<file path="config.mk">
export PLATFORM = sky130hd
export DESIGN_NAME = matmul_sequencer
export DESIGN_NICKNAME = d
export VERILOG_FILES = /design/src/rtl/matmul_sequencer.sv
export SDC_FILE = /design/constraint.sdc
export NUM_CORES = 2
export LEC_CHECK = 0
export CORE_MARGIN = 2
export CORE_UTILIZATION = 52
export CTS_BUF_LIST = sky130_fd_sc_hd__clkbuf_4 sky130_fd_sc_hd__clkbuf_8 sky130_fd_sc_hd__clkbuf_16
export CTS_CLUSTER_DIAMETER = 50
export DETAILED_ROUTE_END_ITERATION = 10
export GPL_TIMING_DRIVEN = 1
export PLACE_DENSITY_LB_ADDON = 0.12
export SLEW_MARGIN = 20
export SYNTH_ARGS = -nofsm -noshare
export SYNTH_HDL_FRONTEND = slang
export SYNTH_SLANG_ARGS = --single-unit
</file>
<file path="constraint.sdc">
create_clock -name clk -period 8.1 [get_ports clk]
set_clock_uncertainty 0.05 [all_clocks]
set_input_delay 1.215 -clock clk [delete_from_list [all_inputs] [get_ports clk]]
set_output_delay 1.215 -clock clk [all_outputs]
set_load 0.05 [all_outputs]
</file>
<file path="src/rtl/matmul_sequencer.sv">
// matmul_sequencer: drives the data-memory bus to compute C = A x B (NxN, unsigned).
// Ports: clk, rst_n, start, abort -> busy, done, mem_read/mem_write/mem_addr/mem_wdata; mem_rdata in.
// Optional `MATSEQ_OVF_EN adds a sticky ovf output for product/accumulate wrap.
module matmul_sequencer #(
  parameter int unsigned N      = 3,
  parameter logic [31:0] A_BASE = 32'h0000_0200,
  parameter logic [31:0] B_BASE = 32'h0000_0300,
  parameter logic [31:0] C_BASE = 32'h0000_0100
) (
  input  logic        clk,
  input  logic        rst_n,
  input  logic        start,
  input  logic        abort,
  output logic        busy,
  output logic        done,
  output logic        mem_read,
  output logic        mem_write,
  output logic [31:0] mem_addr,
  output logic [31:0] mem_wdata,
`ifdef MATSEQ_OVF_EN
  output logic        ovf,
`endif
  input  logic [31:0] mem_rdata
);

  typedef enum logic [2:0] {
    S_IDLE,
    S_RD_A,
    S_RD_B,
    S_WR,
    S_DONE
  } state_t;

  localparam logic [3:0] LAST = 4'(N - 1);

  state_t      state_q, state_d;
  logic [3:0]  i_q, i_d;
  logic [3:0]  j_q, j_d;
  logic [3:0]  k_q, k_d;
  logic [31:0] a_q, a_d;
  logic [31:0] acc_q, acc_d;

  logic        busy_q, busy_d;
  logic        done_q, done_d;
  logic        rd_q, rd_d;
  logic        wr_q, wr_d;
  logic [31:0] addr_q, addr_d;
  logic [31:0] wdata_q, wdata_d;

  logic [31:0] prod;
  logic [31:0] sum;

`ifdef MATSEQ_OVF_EN
  logic [63:0] prod_w;
  logic [32:0] sum_w;
  logic        ovf_q, ovf_d;

  assign prod_w = 64'(a_q) * 64'(mem_rdata);
  assign prod   = prod_w[31:0];
  assign sum_w  = {1'b0, acc_q} + {1'b0, prod};
  assign sum    = sum_w[31:0];
  assign ovf    = ovf_q;
`else
  assign prod = a_q * mem_rdata;
  assign sum  = acc_q + prod;
`endif

  function automatic logic [31:0] elem(
    input logic [31:0] base,
    input logic [3:0]  row,
    input logic [3:0]  col
  );
    logic [31:0] idx;
    idx = 32'(row) * 32'(N) + 32'(col);
    return base + (idx << 2);
  endfunction

  always_comb begin
    state_d = state_q;
    i_d     = i_q;
    j_d     = j_q;
    k_d     = k_q;
    a_d     = a_q;
    acc_d   = acc_q;
`ifdef MATSEQ_OVF_EN
    ovf_d   = ovf_q;
`endif
    unique case (state_q)
      S_IDLE: begin
        if (start) begin
          state_d = S_RD_A;
          i_d     = '0;
          j_d     = '0;
          k_d     = '0;
          acc_d   = '0;
`ifdef MATSEQ_OVF_EN
          ovf_d   = 1'b0;
`endif
        end
      end
      S_RD_A: begin
        a_d     = mem_rdata;
        state_d = S_RD_B;
      end
      S_RD_B: begin
        acc_d = sum;
`ifdef MATSEQ_OVF_EN
        if (prod_w[63:32] != 32'h0 || sum_w[32])
          ovf_d = 1'b1;
`endif
        if (k_q == LAST) begin
          k_d     = '0;
          state_d = S_WR;
        end else begin
          k_d     = k_q + 4'd1;
          state_d = S_RD_A;
        end
      end
      S_WR: begin
        acc_d = '0;
        if (j_q < LAST) begin
          j_d     = j_q + 4'd1;
          state_d = S_RD_A;
        end else if (i_q < LAST) begin
          j_d     = '0;
          i_d     = i_q + 4'd1;
          state_d = S_RD_A;
        end else begin
          state_d = S_DONE;
        end
      end
      S_DONE: state_d = S_IDLE;
      default: state_d = S_IDLE;
    endcase

    // abort overrides every transition, DONE->IDLE included
    if (abort && state_q != S_IDLE) begin
      state_d = S_IDLE;
      i_d     = '0;
      j_d     = '0;
      k_d     = '0;
      a_d     = '0;
      acc_d   = '0;
    end
  end

  // outputs are decoded from the next state so they leave a flop
  always_comb begin
    busy_d  = state_d != S_IDLE;
    done_d  = state_d == S_DONE;
    rd_d    = 1'b0;
    wr_d    = 1'b0;
    addr_d  = '0;
    wdata_d = '0;
    unique case (state_d)
      S_RD_A: begin
        rd_d   = 1'b1;
        addr_d = elem(A_BASE, i_d, k_d);
      end
      S_RD_B: begin
        rd_d   = 1'b1;
        addr_d = elem(B_BASE, k_d, j_d);
      end
      S_WR: begin
        wr_d    = 1'b1;
        addr_d  = elem(C_BASE, i_d, j_d);
        wdata_d = acc_d;
      end
      default: ;
    endcase
  end

  always_ff @(posedge clk or negedge rst_n) begin
    if (!rst_n) begin
      state_q <= S_IDLE;
      i_q     <= '0;
      j_q     <= '0;
      k_q     <= '0;
      a_q     <= '0;
      acc_q   <= '0;
      busy_q  <= 1'b0;
      done_q  <= 1'b0;
      rd_q    <= 1'b0;
      wr_q    <= 1'b0;
      addr_q  <= '0;
      wdata_q <= '0;
`ifdef MATSEQ_OVF_EN
      ovf_q   <= 1'b0;
`endif
    end else begin
      state_q <= state_d;
      i_q     <= i_d;
      j_q     <= j_d;
      k_q     <= k_d;
      a_q     <= a_d;
      acc_q   <= acc_d;
      busy_q  <= busy_d;
      done_q  <= done_d;
      rd_q    <= rd_d;
      wr_q    <= wr_d;
      addr_q  <= addr_d;
      wdata_q <= wdata_d;
`ifdef MATSEQ_OVF_EN
      ovf_q   <= ovf_d;
`endif
    end
  end

  assign busy      = busy_q;
  assign done      = done_q;
  assign mem_read  = rd_q;
  assign mem_write = wr_q;
  assign mem_addr  = addr_q;
  assign mem_wdata = wdata_q;

endmodule

</file>
======== Word-level counts from Yosys, hierarchy flattened ========
Cells that the tools add are included.
cells by class
  add/sub/neg operators ................... 10
  $mul .................................... 3
  order comparisons ....................... 2
  equal/unequal tests ..................... 8
  multiplexer cells ....................... 29
  reduce and logical (&&, ||, !) cells .... 6
operators with widths
  operator                                                              count
  32-bit 2-to-1 mux                                                     5
  32-bit case mux with 3 select lines                                   1
  4-bit 2-to-1 mux                                                      11
  11-bit case mux with 3 select lines                                   1
  32-bit adder                                                          1
  32-bit by 32-bit multiplier with 32-bit output                        1
  4-bit case mux with 2 select lines                                    3
  10-bit by 9-bit adder with 11-bit output, first input constant        2
  6-bit by 4-bit adder with 7-bit output                                3
  4-bit by 1-bit adder with 4-bit output, second input constant         3
  3-bit by 2-bit == test with 1-bit output, second input constant       4
  4-bit by 2-bit multiplier with 6-bit output, second input constant    2
  3-bit 2-to-1 mux                                                      4
  3-bit case mux with 4 select lines                                    1
  9-bit by 9-bit adder with 10-bit output, first input constant         1
  4-bit by 2-bit < comparator with 1-bit output, second input constant  2
  3-bit by 1-bit == test with 1-bit output, second input constant       2
  3-bit nonzero test                                                    2
  4-bit by 2-bit == test with 1-bit output, second input constant       1
  3-bit == test, second input constant                                  1
  3-bit zero test                                                       1
  1-bit 2-to-1 mux                                                      2
  2-bit 2-to-1 mux                                                      1
  2-bit nonzero test                                                    1
  other kinds (2)                                                       2
storage, ports and cells
  bits in registers ....................... 147
  output and inout port bits .............. 68
  logic and storage cells ................. 70

======== Logic depth before layout (Yosys ltp) ========
  depth in word-level cells ............... 9
  gate-level depth with buffers ........... 30
  mapped depth without buffers ............ 27

======== Least setup slack after synthesis ========
OpenSTA, ideal clock, no wires.
  path type ............................... input port to flip-flop
  start ................................... input port mem_rdata[5]
  end ..................................... register wdata_q[31] (netlist: mem_wdata[31])
  library setup time ...................... 0.119 ns
  arrival ................................. 8.088 ns
  setup slack ............................. -0.157 ns
  cell stages on the path ................. 27
  buffers on the path ..................... 2
  cell sequence ........................... clkbuf_1 clkbuf_1 and2_1 fa_1 fa_1 fa_1 inv_1 fa_1 inv_1 fa_1 inv_1 fa_1 inv_1 fa_1 inv_1 fa_1 inv_1 ha_1 nand3_2 or3_4 or3b_1 o41ai_2 nor3_4 o41ai_4 xnor2_1 a22o_1 and2_1
between the ends
  longest elaborated chain between the ends .. 5
ends and longest elaborated chain
  item                                            RTL line  source
  from (decl)                                     23        input logic [31:0] mem_rdata
  32-bit by 32-bit multiplier with 32-bit output  64        assign prod = a_q * mem_rdata;
  32-bit adder                                    65        assign sum = acc_q + prod;
  32-bit case mux with 3 select lines             88        unique case (state_q)
  32-bit 2-to-1 mux                               137       if (abort && state_q != S_IDLE) begin
  via acc_d[31]                                   41        logic [31:0] acc_q, acc_d;
  32-bit 2-to-1 mux                               155       unique case (state_d)
  via wdata_d[31]                                 48        logic [31:0] wdata_q, wdata_d;
  to (signal assigned)                            202       wdata_q <= wdata_d;
  to (decl)                                       48
The timed path passes the listed nets, and every way through them passes these cells.
A chain may end at the register's enable or synchronous reset.

======== Worst setup path after layout ========
  start ................................... input port mem_rdata[10]
  end ..................................... register wdata_q[29] (netlist: mem_wdata[29])
The elaborated chain is that of the path after synthesis.

==> impl_metrics.ini <==
[run_status]
status = finished, final reports clean

[run]
maxCapViolCount = 0

[cells_and_area]
drive_gt1_frac = 0.135
n_fill_cell = 3576
fin_nets = 3189
area_growth_pct = 16.6
antenna_cells = 0

[clock_network]
clk_pin_slew_ps = 60
cts-root-buf = clkbuf_16
cts_buffers = 17
clk_latency_ps = 440
cts.path.max_buffers = 2
h-tree-depth = 4
cts.sinks = 123
cts_tree = done

[worst_setup_path]
reg2regPathDepth = 25
path_max_fanout = 5
rrSetupSlack_ps = 420
max_stage_delay_ps = 590
crit_top_cell = fa_1
rr_endpoint = mem_wdata[29]$_DFF_PN0_
endpoint_kind = register
critPathLaunchType = input pin
cpMaxStageDelayCell = fa_1
cp.required_ps = 8360
critical_path_class = input pin to register
crit_arrival_ps = 8230
r2r-start = a_q[6]$_DFFE_PN0P_

[timing]
finalHoldViolCount = 0
period_minus_slack_ps = 7970
slew_violations = 0
timing.final.crit_share = 0.984
tns_ps = 0
finalSetupViolCount = 0
worst_slack_ps = 127
max_freq_mhz = 125
relSlewSlack = 0.285
tightestPinTransition_ps = 1070

[global_routing]
grt.total_usage = 0.305
antenna_found_initial = 4
grt_max_degree = 73
grt_pass1_wl_mm = 102
gr-total-overflow = 0
grt_pass1_vias = 18000

[placement]
gp_congestion = 0.933
dp_hpwl_mm = 51.1
portBuffers = 79
place_ws_ps = -642

[min_path]
hold_path_depth = 1
min_delay_worst_endpoint = a_q[31]$_DFFE_PN0P_
min_from = a_q[31]$_DFFE_PN0P_
hp-class = register to register

[die]
core_region_area_um2 = 42100
die_x_um = 211
start_util = 0.528
dieArea_um2 = 44500
chipHeight_um = 211
placementRows = 75
io_pins = 104

[drt]
vias = 16700
dr.first_iter.drc_count = 1150
wl_per_cell_um = 21.1
first_pass_iters = 5
drc = 0
routed_wl_mm = 65.7
antenna_left = 0
routed_via_density = 5.37

[synth]
synth_area_um2 = 22300
yosysMostFrequentCell = inv_1
seq_area_frac_synth = 0.138
synth.avg_cell_area_um2 = 9.36
ys.flop_type = dfrtp_1
yosys.area.top_type_share = 0.400
synth_commonest_cells = inv_1 (505), fa_1 (445), and2_1 (332)
yosys_warnings = 0
async_flop_share = 1.00
synth_cells = 2379
synthTopCellsByArea = fa_1 (40%), dfrtp_1 (14%), and2_1 (9.3%), inv_1 (8.5%), ha_1 (8.2%)
yosysUniqueCellTypes = 57
synth_top_area_cell = fa_1
ys_ff_latch = 123
synth-edff-count = 0
## per-layer routing
layer | vias up | GRT usage | part of all wire
met5 | - | 0 | 0
met4 | 0 | 0.103 | 0.036
met3 | 123 | 0.0461 | 0.071
met2 | 585 | 0.502 | 0.48
met1 | 8618 | 0.415 | 0.41
li1 | 7386 | - | -
## worst max path at each step
stage                       start                      end  slack [ps]  cells after the start
global placement     mem_rdata[0]  mem_wdata[28]$_DFF_PN0_        -550                     25
finish              mem_rdata[10]  mem_wdata[29]$_DFF_PN0_         130                     25
floorplan            mem_rdata[5]  mem_wdata[31]$_DFF_PN0_           2                     26
global route         mem_rdata[1]  mem_wdata[30]$_DFF_PN0_         -70                     27
CTS                  mem_rdata[2]  mem_wdata[29]$_DFF_PN0_           4                     27
detailed placement   mem_rdata[0]  mem_wdata[31]$_DFF_PN0_        -640                     26
## state kept, by name, indices dropped and copies added, names as in the netlist, 3 cells and up
name / flops
state_q: 3
mem_wdata: 32
mem_addr: 8
k_q: 4
j_q: 4
acc_q: 32
i_q: 4
a_q: 32
## cells by family after synthesis
| logic type | after synthesis | share of synthesized area |
|---|---|---|
| adders and majority gates | 591 | 0.482 |
| xor gates and xnor gates | 91 | 0.0364 |
| muxes | 3 | 0.00135 |
| buffers and inverters | 647 | 0.113 |
| and+or+nand+nor | 736 | 0.170 |
| other | 1 | 0.000168 |
| AOI/OAI and AO/OA | 187 | 0.0584 |
| DFF | 123 | 0.138 |
## final cells by class
class	count	area, um^2	share of cell area
clock inverter	14	149	0.00573
sequential	123	3080	0.119
clock buffer	18	439	0.0169
timing repair buffer	283	2600	0.100
inverter	505	1900	0.0730
tap	539	674	0.0260
multi-input combinational	1632	17100	0.660
## critical path, delay by kind of cell
family / cells / cell delay [ps]
adders and majority gates: 9 / 4340
AOI/OAI and AO/OA: 2 / 210
and+or+nand+nor: 7 / 1470
buffers and inverters: 6 / 790
xor gates and xnor gates: 1 / 170
## timing repair
action / in CTS / in global routing
hold buffers: 0 / 0
endpoints found under the setup margin: 9 / 27
pin swaps: 21 / 79
cloned: 0 / 7
setup buffers: 8 / 10
gates resized for setup: 35 / 130
## through the flow
| stage | instance area, um^2 | hold slack [ps] | utilization | std cells |
|---|---|---|---|---|
| 2_1_floorplan | 22400 | 416 | - | 2402 |
| 3_3_place_gp | 24700 | 437 | 0.587 | 3056 |
| 3_5_place_dp | 24700 | 457 | 0.587 | 3056 |
| 4_1_cts | 25500 | 472 | 0.605 | 3096 |
| 5_1_grt | 26000 | 483 | 0.616 | 3114 |
| 6_report | 26000 | 471 | 0.616 | 3114 |
## cells in the final DEF (no fill, tap or decap), types with 9 or more instances in the layout
cell / n
ha_4: 9
and2_4: 13
fa_1: 424
o21ai_0: 28
clkbuf_16: 21
dfrtp_1: 123
a22o_1: 38
a21o_1: 9
a22oi_1: 13
nand3_1: 10
inv_2: 20
nor3_1: 20
clkdlybuf4s50_1: 58
xnor2_1: 68
nor2_1: 52
buf_12: 11
and2_1: 319
xor2_1: 22
dlymetal6s2s_1: 10
a21oi_1: 40
inv_1: 485
fa_2: 21
ha_1: 137
buf_6: 13
conb_1: 24
nand2_1: 267
buf_4: 175
Power is left out: the tool's default activity adds up to more than one toggle a clock period on the data nets, which glitch-free logic cannot reach.
